[src/rtl/servo_pkg.sv]
// Shared constants, types and angle-to-width conversion for the servo PWM bank.
// SERVO_ANGLE_CLAMP_EN: when defined, angles above 180 are clamped before conversion.
package servo_pkg;

  localparam int unsigned DEG_MAX    = 180;
  localparam int unsigned FRAME_CLKS = 1_000_000;
  localparam int unsigned MIN_CLKS   = 25_000;
  localparam int unsigned MAX_CLKS   = 125_000;
  localparam int unsigned WIDTH_W    = 20;

  typedef logic [WIDTH_W-1:0] width_t;
  typedef logic [7:0]         angle_t;

  typedef enum logic {StEmpty, StFull} buf_state_e;

  function automatic width_t angle_to_width(angle_t angle, width_t min_clks, width_t step);
    angle_t a;
    a = angle;
`ifdef SERVO_ANGLE_CLAMP_EN
    if (a > angle_t'(DEG_MAX)) a = angle_t'(DEG_MAX);
`endif
    return min_clks + step * width_t'(a);
  endfunction

endpackage

[src/rtl/servo_pwm_channel.sv]
// One servo channel: pending width, active width and the registered PWM compare.
module servo_pwm_channel
  import servo_pkg::*;
#(
  parameter width_t MinClks = width_t'(MIN_CLKS),
  parameter width_t Step    = width_t'((MAX_CLKS - MIN_CLKS) / DEG_MAX)
) (
  input  logic   clk_i,
  input  logic   reset_i,
  input  logic   capture_i,
  input  logic   apply_i,
  input  angle_t angle_i,
  input  width_t fcnt_i,
  input  logic   en_i,
  output logic   pwm_o
);

  localparam width_t DefWidth = angle_to_width(angle_t'(90), MinClks, Step);

  width_t pending_q, pending_d;
  width_t active_q, active_d;
  logic   pwm_q, pwm_d;

  always_comb begin
    pending_d = pending_q;
    active_d  = active_q;
    if (capture_i) pending_d = angle_to_width(angle_i, MinClks, Step);
    if (apply_i)   active_d  = pending_q;
    pwm_d = en_i & (fcnt_i < active_q);
  end

  always_ff @(posedge clk_i) begin
    if (reset_i) begin
      pending_q <= DefWidth;
      active_q  <= DefWidth;
      pwm_q     <= 1'b0;
    end else begin
      pending_q <= pending_d;
      active_q  <= active_d;
      pwm_q     <= pwm_d;
    end
  end

  assign pwm_o = pwm_q;

endmodule

[src/rtl/servo_pwm_bank.sv]
// Multi-channel servo PWM driver; new poses take effect only at frame boundaries.
// SERVO_ANGLE_CLAMP_EN (see servo_pkg) selects clamping of angles above 180.
module servo_pwm_bank
  import servo_pkg::*;
#(
  parameter int unsigned NCh       = 6,
  parameter int unsigned FrameClks = FRAME_CLKS,
  parameter int unsigned MinClks   = MIN_CLKS,
  parameter int unsigned MaxClks   = MAX_CLKS
) (
  input  logic           clk_i,
  input  logic           reset_i,
  input  logic           enable_i,
  input  logic [NCh*8-1:0] angle_i,
  input  logic           angle_valid_i,
  output logic           angle_ready_o,
  output logic [NCh-1:0] pwm_o,
  output logic           frame_start_o,
  output logic           active_en_o
);

  localparam width_t Step    = width_t'((MaxClks - MinClks) / DEG_MAX);
  localparam width_t LastCnt = width_t'(FrameClks - 1);

  width_t     fcnt_q, fcnt_d;
  buf_state_e state_q, state_d;
  logic       frame_start_q, frame_start_d;
  logic       active_en_q, active_en_d;
  logic       boundary, capture, apply;

  assign boundary = (fcnt_q == LastCnt);

  // Ready is forced low while reset is held so no pose is accepted then.
  assign angle_ready_o = (state_q == StEmpty) && !reset_i;

  always_comb begin
    fcnt_d        = boundary ? '0 : fcnt_q + width_t'(1);
    frame_start_d = (fcnt_q == '0);
    active_en_d   = boundary ? enable_i : active_en_q;
    state_d       = state_q;
    capture       = 1'b0;
    apply         = 1'b0;
    unique case (state_q)
      StEmpty: begin
        if (angle_valid_i && angle_ready_o) begin
          capture = 1'b1;
          state_d = StFull;
        end
      end
      StFull: begin
        if (boundary) begin
          apply   = 1'b1;
          state_d = StEmpty;
        end
      end
      default: state_d = StEmpty;
    endcase
  end

  always_ff @(posedge clk_i) begin
    if (reset_i) begin
      fcnt_q        <= '0;
      state_q       <= StEmpty;
      frame_start_q <= 1'b0;
      active_en_q   <= 1'b0;
    end else begin
      fcnt_q        <= fcnt_d;
      state_q       <= state_d;
      frame_start_q <= frame_start_d;
      active_en_q   <= active_en_d;
    end
  end

  assign frame_start_o = frame_start_q;
  assign active_en_o   = active_en_q;

  for (genvar i = 0; i < NCh; i++) begin : g_ch
    servo_pwm_channel #(
      .MinClks (width_t'(MinClks)),
      .Step    (Step)
    ) u_ch (
      .clk_i     (clk_i),
      .reset_i   (reset_i),
      .capture_i (capture),
      .apply_i   (apply),
      .angle_i   (angle_i[8*i +: 8]),
      .fcnt_i    (fcnt_q),
      .en_i      (active_en_q),
      .pwm_o     (pwm_o[i])
    );
  end

endmodule

[config.mk]
export PLATFORM = sky130hd
export DESIGN_NAME = servo_pwm_bank
export DESIGN_NICKNAME = d
export VERILOG_FILES = /design/src/rtl/servo_pkg.sv /design/src/rtl/servo_pwm_channel.sv /design/src/rtl/servo_pwm_bank.sv
export SDC_FILE = /design/constraint.sdc
export NUM_CORES = 1
export LEC_CHECK = 0
export CAP_MARGIN = 40
export CORE_UTILIZATION = 45
export DETAILED_ROUTE_END_ITERATION = 6
export SETUP_SLACK_MARGIN = 0.1
export SLEW_MARGIN = 20
export SYNTH_ARGS = -nofsm -noshare
export SYNTH_HDL_FRONTEND = slang
export SYNTH_HIERARCHICAL = 1
export SYNTH_SLANG_ARGS = --single-unit
export TNS_END_PERCENT = 20
[constraint.sdc]
create_clock -name clk_i -period 4.5 [get_ports clk_i]
set_clock_uncertainty 0.1 [all_clocks]
set_input_delay 0.9 -clock clk_i [delete_from_list [all_inputs] [get_ports clk_i]]
set_output_delay 0.9 -clock clk_i [all_outputs]
set_load 0.02 [all_outputs]
* Word-level counts from Yosys, hierarchy flattened
Index checks and enable logic that the tools add are counted.
** Storage, ports and cells
- Register bits after elaboration :: 269
- Input bits :: 52
- Output and inout bits :: 9
- Logic and storage cells :: 60
** Operators by class
- Add/subtract/negate cells :: 7
- Multiply operators :: 6
- Order comparisons :: 6
- Eq/ne operators :: 1
- Mux-type cells :: 6
- Bitwise gates (word level) :: 7
- Reduce and logical (&&, ||, !) cells :: 5
** Operator list (count)
- less-than comparator 20 bit :: 6
- adder 15 x 18 -> 19 bit, first input constant :: 6
- multiplier 10 x 8 -> 18 bit, first input constant :: 6
- adder 20 x 1 -> 20 bit, second input constant :: 1
- == test 20 bit, second input constant :: 1
- zero test 20 bit :: 1
- AND 1 bit :: 6
- 2-to-1 mux 1 bit :: 5
- logical AND 1 bit :: 2
- one-hot mux 1 bit (2 select lines) :: 1
- OR reduction 2 bit :: 1
- zero test 1 bit :: 1
- inverter 1 bit :: 1

* Longest topological paths before layout
- Depth after elaboration :: 5
- Depth in mapped cells :: 15
- Gate-level depth less buffers :: 15

* Hierarchy
Netlist, hierarchy kept.
** By module, submodules not included
- servo_pwm_channel (g_ch[0].u_ch ...) :: times used 3, cells each 358, area an instance 3190.6 um^2, sequential area each 780.7 um^2
- servo_pwm_channel (g_ch[3].u_ch) :: times used 1, cells each 351, area an instance 3224.3 um^2, sequential area each 780.7 um^2
- servo_pwm_channel (g_ch[2].u_ch) :: times used 1, cells each 359, area an instance 3220.6 um^2, sequential area each 780.7 um^2
- servo_pwm_channel (g_ch[1].u_ch) :: times used 1, cells each 352, area an instance 3219.3 um^2, sequential area each 780.7 um^2
- servo_pwm_bank :: times used 1, cells each 129, area an instance 1076.0 um^2, sequential area each 460.4 um^2

* Least setup slack after synthesis
Ideal clock, no wire load.
- Path kind :: input to register
- Start :: input port angle_i[7]
- End :: register g_ch[0].u_ch.pending_q[16]
- Library setup time :: 79 ps
- Data arrival time :: 4332 ps
- Data required time :: 4321 ps
- Path slack :: -11 ps
- Cell stages on the path :: 15
- Path buffers :: 0
- Cell sequence :: inv_1 ha_1 inv_1 fa_1 inv_1 fa_1 inv_1 fa_1 inv_1 ha_1 and3_1 a221oi_2 a21oi_2 a311o_1 o211ai_1
** Between the ends
- Longest elaborated chain between the ends :: 2
** Ends and longest elaborated chain
- from (decl) :: line servo_pwm_bank.sv:14 : input logic [NCh*8-1:0] angle_i,
- multiplier 10 x 8 -> 18 bit :: line servo_pkg.sv:22 : return min_clks + step * width_t'(a);
- adder 15 x 18 -> 19 bit :: line servo_pkg.sv:22
- to (signal assigned) :: line servo_pwm_channel.sv:34 : pending_q <= DefWidth;
- to (signal assigned) :: line servo_pwm_channel.sv:38 : pending_q <= pending_d;
- to (decl) :: line servo_pwm_channel.sv:20 : width_t pending_q, pending_d;
Every way passes these cells.
A chain may end at the register's enable or synchronous reset.

* Final worst setup path
- Start :: input port angle_i[46]
- End :: register g_ch[5].u_ch.pending_q[16]
** Between the ends
- Longest elaborated chain between the ends :: 2
** Ends and longest elaborated chain (line)
- multiplier 10 x 8 -> 18 bit :: servo_pkg.sv:22
- adder 15 x 18 -> 19 bit :: servo_pkg.sv:22
- to (signal assigned) :: servo_pwm_channel.sv:34
- to (signal assigned) :: servo_pwm_channel.sv:38
- to (decl) :: servo_pwm_channel.sv:20
Every way passes these cells.

==> impl_metrics.toml <==
[detailed_routing]
drt-wirelength-per-cell_um = 15.4
drc = 0
routed_wirelength_um = 47800
remaining_antenna_violation_count_after_routing = 0
detail_route.vias_per_cell = 5.30
vias = 16470
detailedRoute.firstPassIterationCount = 5
detailedRoute.firstIterationViolations = 806

[timing]
final_hold_viol_count = 0
setup-violations-final = 0
final_critical_path_setup_slack_ns = 0.162
finalSetupTns_ns = 0
tightest_slew_ns = 0.826
max_clock_freq_ghz = 0.231
maxSlewViolCount = 0
final_period_minus_worst_setup_slack_ns = 4.34
timing.final.crit_share = 0.964
max-slew-margin-rel = 0.449
grt_setup_unrepaired = "true"

[grt]
grt_pass1_vias = 16864
grt_pass1_wl_um = 81200
largest_net_degree_at_the_start_of_global_routing = 97
antenna_found_initial = 0
groute.usage.overall = 0.210
grt_remaining_overflow = 0

[floorplanning]
core-area_um2 = 44400
site_rows = 77
initial_utilization = 0.457
design.die.area_um2 = 46000
num_io_pins = 61
die_x_um = 214
die_height_um = 214

[cts]
ctsHtreeMaxLevel = 1
cts_tree = "built"
worst_skew_late_latency_ns = 0.54
clk_root_buffer_cell = "sky130_fd_sc_hd__clkbuf_16"
ctsLongestPathBuffers = 3
cts_made_buffers = 29
post_cts_hold_fix_bufs = 0
tritoncts_num_sinks = 257
cts.clk_slew.worst_paths_ns = 0.06

[cells_and_area]
mostFrequentLayoutCell = "sky130_fd_sc_hd__ha_1"
mostFrequentLayoutCells = "sky130_fd_sc_hd__ha_1, sky130_fd_sc_hd__inv_1, sky130_fd_sc_hd__dfxtp_1"
flow.area_growth_from_synthesis_pct = 19.6
n_antenna_cell = 0
nets = 3001
drive_above_1_share = 0.141
final_util = 0.547
finalInstanceArea_um2 = 24300

[setup_path]
worst_path_dominant_cell_family = "adder cells"
worstSetupEndpointType = "flop"
critPathSlowestCell = "sky130_fd_sc_hd__fa_1"
crit_arrival_ns = 4.70
worst_setup_path_start_kind = "input pin"
crit_chain = "clkdlybuf4s50_1, ha_1, inv_1, fa_1, inv_1, fa_1, inv_1, fa_1, inv_2, ha_4, and3_4, a221oi_4, a21oi_2, a311o_1, o211ai_1"
worst_setup_path_category = "input pin to flop"
worst_path_maximum_fanout = 4
worst_ep_required_time_ns = 4.86
slowest_delay_ns = 0.51
crit_buf_inv = 5

[flow_run]
max_cap_violations = 0

[placed_design]
pre_cts_ws_ns = -0.537
dp_hpwl_um = 36200
routabilityCongestion = 0.852
numPortBuffers = 60
dpl-instance-area_um2 = 23000

[pwr]
max-vdd-ir-drop_mv = 0.315
power.static_leakage_nw = 11.4
pwr_density_cell_nw_per_um2 = 367

[yosys]
postSynthCellCount = 2265
synth_edf_count = 0
synth-warning-count = 6
synth_seq_area_share = 0.253
number_of_storage_elements_in_the_synthesis_netlist = 257
post_synth_instance_area_um2 = 20300
synth.distinct_cells = 69
synth_async_sr_flop_share = 0
synth_nets = 2769
dominantRegCellSynth = "sky130_fd_sc_hd__dfxtp_1"
post_synth.cell_area_avg_um2 = 8.97

[hold_path]
holdCritPathClass = "flop to flop"

[run_status]
run_status = "finished, final reports clean"
Yosys cell counts, drive strengths merged (5+ instances only):
master | count | area (um2)
a21o | 58 | 444
nand2b | 21 | 131
and2 | 7 | 46.3
inv | 316 | 1190
a21oi | 113 | 596
o311ai | 8 | 85.1
o21ai | 68 | 340
fa | 84 | 1680
clkbuf | 60 | 265
o2111ai | 12 | 105
xor2 | 13 | 114
ha | 368 | 4600
nand2 | 135 | 514
nand4 | 33 | 213
a31o | 6 | 52.6
nor2 | 202 | 758
dfxtp | 257 | 5140
nor4 | 16 | 100
and4 | 9 | 82.6
nor2b | 5 | 31.3
o221ai | 7 | 73.8
or4 | 7 | 52.6
and3 | 21 | 139
nor3 | 40 | 200
a2111oi | 6 | 52.6
a211oi | 14 | 115
o21a | 18 | 135
or3 | 10 | 63.8
a311o | 8 | 80.1
xnor2 | 42 | 368
mux2i | 116 | 1160
or2 | 6 | 37.5
o31ai | 8 | 60.1
nand4b | 9 | 78.8
a221oi | 12 | 176
a31oi | 12 | 93.8
buf | 18 | 114
o211ai | 56 | 420
nand3 | 43 | 215
registers in the layout, indices dropped and copies added (netlist names):
signal and cells:
frame_start_o 1, g_ch.u_ch/pwm_o 6, fcnt_q 20, state_q 1, g_ch.u_ch/active_q 114, active_en_o 1, g_ch.u_ch/pending_q 114
layer usage:
metal	vias up	wire, um	track usage	share of wire
met5	-	0	0	0
met1	7825	21800	0.264	0.45
met4	0	1100	0.0502	0.023
met3	72	1340	0.0183	0.028
met2	244	23600	0.384	0.49
li1	8329	-	-	-
where the power goes:
group | total (mW) | switching [mW] | internal, mW | leakage (nW)
registers | 2.47 | 0.0698 | 2.40 | 2.09
clock network | 2.56 | 0.972 | 1.58 | 0.508
logic | 3.90 | 1.96 | 1.94 | 8.85
path summary, 6_finish.rpt:
kind                                               start                                      end  slack (ns)  cells after the start
setup reg to reg                    fcnt_q[4]$_SDFF_PP0_   g_ch[3].u_ch/active_q[15]$_SDFFE_PP0P_        1.49                      6
setup / recovery                             angle_i[46]  g_ch[5].u_ch/pending_q[16]$_SDFFE_PP1P_        0.16                     15
hold reg to reg   g_ch[3].u_ch/pending_q[9]$_SDFFE_PP0P_   g_ch[3].u_ch/pending_q[9]$_SDFFE_PP0P_        0.36                      2
hold / removal    g_ch[3].u_ch/pending_q[9]$_SDFFE_PP0P_   g_ch[3].u_ch/pending_q[9]$_SDFFE_PP0P_        0.36                      2
repair_timing:
action                                 in CTS  in global routing
endpoints found under the hold margin       0                  0
gates resized for setup                     5                 46
setup endpoints to repair                  18                 56
pin swaps                                   4                 38
buffers inserted                            0                  3
final cells by class:
cell class	instances	area, um2
multi-input cells	1614	13900
repair buffers	279	2320
fillers	3971	20100
well taps	592	741
inverters	316	1190
clock buffers	34	785
clock inverters	18	255
flip-flops and latches	257	5140
worst reg2reg max path: stages (launching register included):
cell,delay [ns]
sky130_fd_sc_hd__dfxtp_1,0.86
sky130_fd_sc_hd__and4_2,0.38
sky130_fd_sc_hd__nand4_1,0.18
sky130_fd_sc_hd__nor3_2,0.32
sky130_fd_sc_hd__buf_4,0.68
sky130_fd_sc_hd__mux2i_1,0.32
sky130_fd_sc_hd__nor2_1,0.05
cell families (layout without fill, tap and decap cells):
| group | count (synthesis) | in the layout | synth area share |
|---|---|---|---|
| buf+inv | 394 | 647 | 0.0771 |
| fa+ha+maj | 452 | 452 | 0.309 |
| simple gates | 571 | 571 | 0.134 |
| flops | 257 | 257 | 0.253 |
| mux | 116 | 116 | 0.0572 |
| compound gates | 420 | 420 | 0.145 |
| xor+xnor | 55 | 55 | 0.0237 |
metrics by stage:
step                      hold slack (ns)  std cells  power, mW
final                               0.364       3110       8.93
after floorplan                     0.341       2265       4.90
after detailed placement            0.355       3054       6.24
after global routing                0.390       3110       9.58
after CTS                           0.365       3106       8.88
after global placement              0.350       3054       6.18
(Power assumes the default switching activity.)
